<file path="src/rtl/tone_sequencer.sv">
`default_nettype none
// ============================================================================
//  Module   : tone_sequencer
//  Purpose  : Steps a programmable frequency divider through a table of
//             (frequency code, duration) entries. Each step loads one code
//             into the divider (ld/par_out), then counts divider carry-out
//             (co) pulses until that entry's duration has elapsed.
//  Ports    : clk, reset          - clock, asynchronous active-high reset
//             wr_en/wr_addr/      - table write port, honoured only in IDLE
//             wr_code/wr_dur        (wr_dur == 0 marks end of sequence)
//             start, stop, loop   - playback control (loop is a level)
//             co                  - divider carry-out pulse
//             ld, par_out         - divider load strobe and code
//             busy, step_idx,     - status: not idle, current entry,
//             done                  one-cycle normal-end pulse
//  Revision : 1.0 - initial release
// ============================================================================
module tone_sequencer #(
   parameter int DEPTH  = 16,
   parameter int AW     = 4,
   parameter int CODE_W = 5,
   parameter int DUR_W  = 8
) (
   input  logic              clk,
   input  logic              reset,
   input  logic              wr_en,
   input  logic [AW-1:0]     wr_addr,
   input  logic [CODE_W-1:0] wr_code,
   input  logic [DUR_W-1:0]  wr_dur,
   input  logic              start,
   input  logic              stop,
   input  logic              loop,
   input  logic              co,
   output logic              ld,
   output logic [CODE_W-1:0] par_out,
   output logic              busy,
   output logic [AW-1:0]     step_idx,
   output logic              done
);

   typedef enum logic [2:0] {
      S_IDLE   = 3'd0,
      S_EVAL   = 3'd1,
      S_LOAD   = 3'd2,
      S_PLAY   = 3'd3,
      S_NEXT   = 3'd4,
      S_FINISH = 3'd5
   } state_t;

   localparam logic [AW-1:0] c_last_idx = AW'(DEPTH - 1);

   state_t              r_state, w_state_nxt;
   logic [AW-1:0]       r_idx,   w_idx_nxt;
   logic [DUR_W-1:0]    r_cnt,   w_cnt_nxt;
   logic [CODE_W-1:0]   r_par,   w_par_nxt;
   logic [CODE_W-1:0]   r_code [DEPTH];
   logic [DUR_W-1:0]    r_dur  [DEPTH];
   logic [DUR_W-1:0]    w_cur_dur;
   logic [CODE_W-1:0]   w_cur_code;

   assign w_cur_dur  = r_dur[r_idx];
   assign w_cur_code = r_code[r_idx];

   // ------------------------------------------------------------------------
   // Entry table. Writes are only accepted while idle so a running sequence
   // never sees its entries change underneath it.
   // ------------------------------------------------------------------------
   always_ff @(posedge clk or posedge reset) begin
      if (reset) begin
         for (int i = 0; i < DEPTH; i++) begin
            r_code[i] <= '0;
            r_dur[i]  <= '0;
         end
      end else if (r_state == S_IDLE && wr_en) begin
         r_code[wr_addr] <= wr_code;
         r_dur[wr_addr]  <= wr_dur;
      end
   end

   // ------------------------------------------------------------------------
   // State register and datapath registers
   // ------------------------------------------------------------------------
   always_ff @(posedge clk or posedge reset) begin
      if (reset) begin
         r_state <= S_IDLE;
         r_idx   <= '0;
         r_cnt   <= '0;
         r_par   <= '0;
      end else begin
         r_state <= w_state_nxt;
         r_idx   <= w_idx_nxt;
         r_cnt   <= w_cnt_nxt;
         r_par   <= w_par_nxt;
      end
   end

   // ------------------------------------------------------------------------
   // Next-state logic
   // ------------------------------------------------------------------------
   always_comb begin
      w_state_nxt = r_state;
      w_idx_nxt   = r_idx;
      w_cnt_nxt   = r_cnt;
      w_par_nxt   = r_par;

      // stop overrides everything outside IDLE; step_idx is left as-is
      if (r_state != S_IDLE && stop) begin
         w_state_nxt = S_IDLE;
      end else begin
         case (r_state)
            S_IDLE: begin
               if (start && !stop) begin
                  w_state_nxt = S_EVAL;
                  w_idx_nxt   = '0;
               end
            end

            S_EVAL: begin
               if (w_cur_dur == '0) begin
                  // A zero entry past index 0 wraps when looping; at index 0
                  // it always ends so an empty table cannot spin forever.
                  if (loop && r_idx != '0) begin
                     w_idx_nxt   = '0;
                     w_state_nxt = S_EVAL;
                  end else begin
                     w_state_nxt = S_FINISH;
                  end
               end else begin
                  // par_out is captured here so it is valid during the ld cycle
                  w_par_nxt   = w_cur_code;
                  w_cnt_nxt   = '0;
                  w_state_nxt = S_LOAD;
               end
            end

            S_LOAD: begin
               // co in this cycle is deliberately ignored
               w_cnt_nxt   = '0;
               w_state_nxt = S_PLAY;
            end

            S_PLAY: begin
               if (co) begin
                  if (r_cnt == w_cur_dur - DUR_W'(1)) begin
                     w_state_nxt = S_NEXT;
                  end else begin
                     w_cnt_nxt = r_cnt + DUR_W'(1);
                  end
               end
            end

            S_NEXT: begin
               if (r_idx == c_last_idx) begin
                  if (loop) begin
                     w_idx_nxt   = '0;
                     w_state_nxt = S_EVAL;
                  end else begin
                     w_state_nxt = S_FINISH;
                  end
               end else begin
                  w_idx_nxt   = r_idx + AW'(1);
                  w_state_nxt = S_EVAL;
               end
            end

            S_FINISH: begin
               w_state_nxt = S_IDLE;
            end

            default: begin
               w_state_nxt = S_IDLE;
            end
         endcase
      end
   end

   // ------------------------------------------------------------------------
   // Outputs, all decoded from registered state
   // ------------------------------------------------------------------------
   assign ld       = (r_state == S_LOAD);
   assign done     = (r_state == S_FINISH);
   assign busy     = (r_state != S_IDLE);
   assign par_out  = r_par;
   assign step_idx = r_idx;

endmodule
`default_nettype wire

</file>
<file path="config.mk">
export PLATFORM = sky130hd
export DESIGN_NAME = tone_sequencer
export DESIGN_NICKNAME = d
export VERILOG_FILES = /design/src/rtl/tone_sequencer.sv
export SDC_FILE = /design/constraint.sdc
export NUM_CORES = 1
export LEC_CHECK = 0
export CORE_AREA = 2 2 167 169
export DETAILED_ROUTE_END_ITERATION = 16
export DIE_AREA = 0 0 169 171
export PLACE_DENSITY = 0.67
export SYNTH_ARGS = -nofsm -noshare
export SYNTH_HDL_FRONTEND = slang
export SYNTH_SLANG_ARGS = --single-unit
export TNS_END_PERCENT = 20
</file>
<file path="constraint.sdc">
create_clock -name clk -period 22.9 [get_ports clk]
set_input_delay 4.58 -clock clk [delete_from_list [all_inputs] [get_ports clk]]
set_output_delay 4.58 -clock clk [all_outputs]
set_load 0.01 [all_outputs]
</file>
### Word level (Yosys, flattened, before mapping)

Cells that the tools add are included.
Widths: inputs -> output; s select.

| operators by class | value |
|---|---|
| reductions and logical operators | 16 |
| equal/unequal tests | 17 |
| order comparisons | 3 |
| add/sub/neg operators | 3 |
| bitwise logic cells | 4 |
| multiplexer cells | 31 |

Operators with widths:

| cell | count |
|---|---|
| $bwmux 128 | 1 |
| $bwmux 80 | 1 |
| $mux 8 | 6 |
| $bmux 8 s4 | 1 |
| $demux 8 s4 | 1 |
| $mux 3 | 8 |
| $pmux 8 s3 | 1 |
| $bmux 5 s4 | 1 |
| $demux 5 s4 | 1 |
| $mux 4 | 5 |
| $mux 5 | 3 |
| $pmux 3 s5 | 1 |
| $pmux 4 s3 | 1 |
| $ge 5x5->1 const B | 2 |
| $ne 2x2->1 const B | 5 |
| $not 4->5 | 2 |
| $ne 3x3->1 const B | 3 |
| $reduce_bool 3->1 | 3 |
| $add 8x1->8 const B | 1 |
| $eq 8x8->1 | 1 |
| $logic_not 8->1 | 1 |
| $sub 8x1->8 const B | 1 |
| $eq 3x2->1 const B | 2 |
| $eq 3x3->1 const B | 2 |
| 14 further kinds | 20 |

| word-level totals | value |
|---|---|
| input port bits | 24 |
| word-level logic and storage cells | 110 |
| output and inout port bits | 12 |
| flip-flop bits (word level) | 228 |

### Logic depth before layout (Yosys ltp)

Gate-level depths: netlist of run 1.

| depth | value |
|---|---|
| depth after elaboration | 10 |
| mapped depth | 17 |
| depth with buffers taken out | 14 |

### Least setup slack after synthesis of run 1

Ideal clock, no wire load.

| timing path | value |
|---|---|
| path type | input -> register |
| start point | input wr_en |
| end point | register r_code[35] (netlist name) |
| data arrival time | 6.130 ns |
| path buffers | 1 |
| library setup time | 0.125 ns |
| stages on the path | 5 |
| path slack | 16.645 ns |
| data required time | 22.775 ns |
| cell sequence | nand2_1 -> or3_1 -> nor3b_1 -> clkbuf_1 -> mux2_2 |

| on the way | value |
|---|---|
| cells in the longest elaborated chain, start to end | 1 |

RTL lines:

| what | RTL line | RTL |
|---|---|---|
| from (decl) | 26 | `input logic wr_en,` |
| $logic_and 1x1->1 | 74 | `end else if (r_state == S_IDLE && wr_en) begin` |
| to (signal, indexed assignment) | 75 | `r_code[wr_addr] <= wr_code;` |
| to (decl) | 56 | `logic [CODE_W-1:0] r_code [DEPTH];` |

No other way between the ends.
A chain may end at the register's enable or synchronous reset.

### Final worst setup path of run 1

| timing path | value |
|---|---|
| start point | register r_state[0] |
| end point | output busy |

| on the way | value |
|---|---|
| cells in the longest elaborated chain, start to end | 1 |

RTL lines:

| what | RTL line | RTL |
|---|---|---|
| from (decl) | 52 | `state_t r_state, w_state_nxt;` |
| from (signal assigned) | 90 | `r_state <= w_state_nxt;` |
| $reduce_bool 3->1 | 182 | `assign busy = (r_state != S_IDLE);` |
| to (decl) | 36 | `output logic busy,` |

No other way between the ends.

==> summary.txt, run 1 <==
Logic synthesis
  – Synth async-reset ratio: 100%
  – Syn Area/Cell: 14.6 um2
  – Seq/Total Area, Yosys: 52.0%
  – Yosys cell types: 55
  – Syn Nets: 779
  – Top-area cell type share of the netlist area: 52.0%
  – Number of synthesized flops with an enable pin: 0
  – Syn Inst Count: 750
  – Post-Syn Area: 11000 um2
  – Yosys warning total: 0
  – Yosys top cell by area: dfrtp_1
  – Top cells by area, synth: dfrtp_1, mux2_2, mux4_2
  – #FFs+latches synth: 228
  – Primary FF master, synth: dfrtp_1

Clocking
  – Clock transition at the registers of the reported paths: 60 ps
  – Hold-fix buffer count after cts: 0
  – Clk Tree Root Cell: clkbuf_16
  – TritonCTS clock tree: built
  – CTS sink count: 228
  – Worst-Skew Late Latency: 520 ps
  – Max clock buf depth: 3
  – Post-CTS Setup Repair Bufs: 0
  – Post-cts resize count: 0
  – Total CTS buffers: 25
  – CTS H-tree depth: 1

Detailed routing
  – Drt wl/cell: 21.5 um
  – Final ANT Viol Nets: 0
  – DRC: 0
  – Vias/cell: 5.62
  – Detailed Routing Iterations Pass 1: 4
  – DRT Wirelength: 24300 um
  – Number of DRC markers in iteration 0: 357
  – Vias: 6348

Worst setup path
  – Crit-path max cell delay: 730 ps
  – Crit Path Class: reg2out
  – CP endpoint kind: output port
  – R2R setup slack: 17560 ps
  – Crit-path cells: nor3_1, inv_1, clkdlybuf4s50_1
  – CP delay by family, top: simple AND/OR/NAND/NOR gates
  – Worst EP arrival: 2370 ps
  – Crit path launch type: flop
  – Bufs and invs on worst path: 2
  – Crit path max-delay cell type: nor3_1
  – Reg2reg path depth: 14
  – R2r startpoint: step_idx[1]
  – CP required: 18320 ps
  – CP Depth: 3
  – Worst R2R End: r_state[1]
  – Crit path max fanout: 9

Floorplanning
  – I/O Pins: 36
  – Initial core utilization: 40.2%
  – Die X: 169 um
  – Core ar.: 27300 um2
  – Area of the die: 28900 um2
  – Row count: 61
  – DIE HEIGHT: 171 um

Worst hold path
  – Path type of the worst min-delay path: reg2reg
  – Cells on Worst Hold Path: 1
  – Hold Path End: r_dur[73]
  – Hold_sp: r_dur[73]

STA
  – TNS Setup: 0 ps
  – Minimum clock period: 6950 ps
  – Hold Fails Final Rpt: 0
  – Fmax: 144 MHz
  – Final setup vio count: 0
  – Max_slew headroom: 16.7%
  – Final period utilization: 30.4%
  – Final Skew: 11.3 ps
  – Max-slew violations: 0
  – RSZ-0062 raised after global routing: no
  – Actual slew at the worst max-slew pin: 1240 ps

Final layout
  – Share of cells above drive strength 1: 41.4%
  – Core Util, Final: 45.3%
  – Synthesis-to-layout area growth: 12.8%
  – Total Nets Final: 794
  – Ant diodes: 0

Placement
  – Routability Congestion: 0.757
  – PortBufs: 35
  – DP Wirelength: 14600 um

Power
  – Cell Pwr Density: 123 nW/um2
  – Maximum vdd drop: 0.0000656 V
  – Leak: 0.00532 uW

Run
  – Max-cap violations: 0

Global routing
  – Total congestion overflow: 0
  – Antenna violations before repair: 0
  – First-pass GRT wire length: 39200 um
  – GRT Resource Usage Total: 17.5%
  – Via count of the first global-routing pass: 6738
  – Largest net degree at the start of global routing: 152

Outcome
  – Status: finished, final reports clean
[cells in the mapped netlist, types with 9 or more instances]
library cell / count
dfrtp_1: 228
clkbuf_1: 24
nand2_1: 42
mux4_1: 9
mux2_2: 215
nand3_1: 10
inv_1: 9
mux4_2: 48
o21ai_0: 12
nor2_1: 16
buf_1: 15
mux2i_1: 10
[stage by stage]
stage                     instances  cell area, um2  setup WS, ps  hold slack (ps)  total power, uW
after floorplan                 750           11000         12070              470             1000
after global placement         1084           11500         15770              480             1100
after detailed placement       1084           11500         15710              487             1120
after CTS                      1129           12400         15940              500             1540
after global routing           1129           12400         15880              506             1610
final                          1129           12400         15950              495             1520
[final cells by class]
type | count | area [um2]
Tap cell | 346 | 433
Clock buffer | 36 | 687
Fill cell | 2434 | 14900
Clock inverter | 9 | 155
Multi-Input combinational cell | 459 | 4960
Timing Repair Buffer | 42 | 403
Sequential cell | 228 | 5710
Inverter | 9 | 41.3
[cells in the final DEF, fill, tap and decap left out, types with 10 or more instances in the layout]
| cell type | count |
|---|---|
| mux4_2 | 48 |
| mux2i_1 | 10 |
| clkbuf_16 | 25 |
| nand3_1 | 10 |
| nand2_1 | 42 |
| o21ai_0 | 12 |
| clkdlybuf4s50_1 | 35 |
| dfrtp_1 | 225 |
| nor2_1 | 16 |
| mux2_2 | 215 |
[worst register-to-register path, stage by stage (launching register included)]
cell	delay (ps)
dfrtp_2	680
buf_4	670
mux4_1	670
mux2i_1	360
nand2_1	90
o21ai_0	150
ha_1	260
nor2b_1	140
a32oi_1	170
or4b_1	520
a211oi_2	230
nor3_1	100
a2111oi_4	780
a211oi_4	150
or2_1	240
[worst max-delay path by stage]
stage          startpoint    endpoint
2_1_floorplan       reset  par_out[0]
3_3_place_gp        wr_en   r_dur[60]
3_5_place_dp        wr_en   r_dur[57]
4_1_cts        r_state[0]        busy
5_1_grt        r_state[0]        busy
6_report       r_state[0]        busy
[layer usage]
| metal | share of wire (%) | global-route usage [%] | vias to the layer above |
|---|---|---|---|
| met2 | 49 | 29.7 | 122 |
| met3 | 4.2 | 2.43 | 30 |
| li1 | - | - | 2823 |
| met1 | 45 | 24.1 | 3373 |
| met4 | 1.6 | 3.90 | 0 |
| met5 | 0 | 0 | - |
[logic make-up (layout without fill, tap and decap cells)]
kind of cell | Yosys count | after routing | share of synthesized area (%)
buffers and inverters | 63 | 96 | 3.01
and+or+nand+nor | 122 | 122 | 5.78
DFF | 228 | 228 | 52.0
AOI/OAI and AO/OA | 41 | 41 | 3.01
xor gates and xnor gates | 9 | 9 | 0.718
muxes | 282 | 282 | 35.0
adders and majority gates | 5 | 5 | 0.570
[power breakdown]
part | total (uW) | internal [uW] | switching [uW] | leakage (uW)
Sequential | 683 | 588 | 94.1 | 0.00289
Clock | 413 | 254 | 159 | 0.000406
Combinational | 429 | 262 | 167 | 0.00202
Total | 1520 | 1100 | 420 | 0.00532
[state kept, by name, summed over array words and instances, names as in the netlist]
signal,count
r_dur,128
r_code,80
r_cnt,8
par_out,5
step_idx,4
r_state,3
(Power assumes the default switching activity.)
==> run 2, diff against run 1 <==
==> constraint.sdc (replaced) <==
create_clock -name clk -period 6.4 [get_ports clk]
set_input_delay 1.28 -clock clk [delete_from_list [all_inputs] [get_ports clk]]
set_output_delay 1.28 -clock clk [all_outputs]
set_load 0.01 [all_outputs]
==> run 2 against run 1 <==
Against the previous run:
- sequential power grew to 3.6 times the previous value
- core utilization grew 0.22 points
- sequential cell count is the same
- clock-buffer cell count shrank 2
- hold slack gained 4.9 ps
- cell count is the same
- largest cell class unchanged
- largest power group unchanged
==> summary.txt, run 2 (synthesis gave the netlist of run 1 again) <==
Final layout
  – Most frequent cells in the layout: dfrtp_1, mux2_2, mux4_2
  – Ant diodes: 0
  – Top flop regs: r_dur (128), r_code (80), r_cnt (8)
  – Largest Register: r_dur
  – Total Nets Final: 796
  – Synthesis-to-layout area growth: 13.3%
  – Final-layout fill cell count: 2384
  – Max reg flops: 128
  – Commonest non-fill, non-tap cell in the layout: dfrtp_1
  – Share of cells above drive strength 1: 41.9%
  – Final Instance Count excl. Fillers: 1129

Clocking
  – Max clock buf depth: 3
  – CTS H-tree depth: 1
  – Post-CTS Setup Repair Bufs: 0
  – CTS sink count: 228
  – Post-cts resize count: 0
  – Hold-fix buffer count after cts: 0
  – Worst-Skew Late Latency: 510 ps
  – Total CTS buffers: 24
  – TritonCTS clock tree: built
  – Clock transition at the registers of the reported paths: 60 ps
  – Clk Tree Root Cell: clkbuf_16

STA
  – Worst hold slack: 499 ps
  – Hold Fails Final Rpt: 0
  – RSZ-0062 raised after global routing: no
  – Actual slew at the worst max-slew pin: 1160 ps
  – Minimum clock period: 4460 ps
  – Max-slew violations: 0
  – Final setup vio count: 0
  – Final Skew: 8.24 ps
  – Final period utilization: 69.7%
  – TNS Setup: 0 ps
  – Final WS setup: 1940 ps
  – Fmax: 224 MHz
  – Max_slew headroom: 23.0%

Detailed routing
  – Drt wl/cell: 22.1 um
  – Vias: 6380
  – DRC: 0
  – Final ANT Viol Nets: 0
  – Number of DRC markers in iteration 0: 403
  – Vias/cell: 5.65
  – DRT Wirelength: 25000 um
  – Detailed Routing Iterations Pass 1: 4

Floorplanning
  – Die X: 169 um
  – Row count: 61
  – Area of the die: 28900 um2
  – DIE HEIGHT: 171 um
  – Core ar.: 27300 um2
  – Initial core utilization: 40.2%
  – I/O Pins: 36

Worst hold path
  – Path type of the worst min-delay path: reg2reg
  – Cells on Worst Hold Path: 1

Placement
  – Routability Congestion: 0.811
  – Placed cells: 1087
  – DP Wirelength: 15000 um
  – Pre-CTS setup slack: 1970 ps
  – PortBufs: 35

Worst setup path
  – Reg2reg path depth: 14
  – Crit-path max cell delay: 790 ps
  – Worst EP arrival: 4860 ps
  – CP endpoint kind: flop
  – Crit path max fanout: 15
  – Crit path launch type: flop
  – Crit path max-delay cell type: a2111oi_4
  – Crit-path cells: mux4_1, mux2_2, nor2_1, a21oi_1, inv_1, ha_1, nor2b_1, a32oi_1, or4b_1, a211oi_2, nor3_1, a2111oi_4, a211oi_4, or2_1
  – CP required: 6790 ps
  – Crit Path Class: reg2reg

Run
  – Max-cap violations: 0

Global routing
  – Largest net degree at the start of global routing: 155
  – Via count of the first global-routing pass: 6833
  – GRT Resource Usage Total: 18.1%
  – First-pass GRT wire length: 40200 um
  – Antenna violations before repair: 0
  – Total congestion overflow: 0

Outcome
  – Status: finished, final reports clean

Power
  – Cell Pwr Density: 441 nW/um2
  – Maximum vdd drop: 0.000213 V
  – Leak: 0.00535 uW
[run 2: changes by cell type in the layout (fill, tap and decap cells not counted)]
cell and change:
buf_12 +1, buf_4 +2, bufinv_16 +1, clkbuf_1 -4
clkbuf_8 +2, clkinv_2 -1, clkinvlp_4 +1, inv_6 -1
inv_8 -1
[run 2: per-stage QoR]
step / power, uW / area [um2] / util, %
2_1_floorplan: 3600 / 11000 / -
3_3_place_gp: 3910 / 11600 / 42.4
3_5_place_dp: 3990 / 11600 / 42.4
4_1_cts: 5530 / 12400 / 45.5
5_1_grt: 5800 / 12400 / 45.5
6_report: 5480 / 12400 / 45.5
[run 2: layer usage]
| metal | up-vias | part of all wire [%] | GRT usage, % |
|---|---|---|---|
| li1 | 2824 | - | - |
| met1 | 3415 | 44 | 23.6 |
| met2 | 111 | 51 | 32.1 |
| met3 | 30 | 3.9 | 2.73 |
| met4 | 0 | 1.5 | 4.24 |
| met5 | - | 0 | 0 |
[run 2: power breakdown]
| part | switching, uW | internal (uW) |
|---|---|---|
| Clock | 560 | 960 |
| Sequential | 338 | 2110 |
| Combinational | 580 | 942 |
| Total | 1480 | 4010 |
[run 2: path summary, 6_finish.rpt]
| path | end | from | slack, ps |
|---|---|---|---|
| min | r_dur[96] | r_dur[96] | 500 |
| min reg2reg | r_dur[96] | r_dur[96] | 500 |
| min in group asynchronous | par_out[4] | reset | 1000 |
| max reg2reg | r_state[1] | step_idx[1] | 1940 |
| max in group asynchronous | r_code[11] | reset | 4290 |
| max | r_state[1] | step_idx[1] | 1940 |
[run 2: cell type report]
| cell class | count | area, um2 | area share [%] |
|---|---|---|---|
| clock buffers | 34 | 699 | 5.62 |
| repair buffers | 45 | 438 | 3.52 |
| inverters | 9 | 37.5 | 0.302 |
| clock inverters | 8 | 171 | 1.38 |
| multi-input cells | 459 | 4960 | 39.8 |
| well taps | 346 | 433 | 3.48 |
| flip-flops and latches | 228 | 5710 | 45.9 |
[run 2: worst max-delay path, delay by kind of cell, from the launching register on]
family,cells,cell delay [ps]
AND/OR/NAND/NOR,5,1120
buffers and inverters,1,100
multiplexers,2,920
AO/OA/AOI/OAI,5,1410
flip-flops,1,600
adder cells (fa/ha/maj),1,190
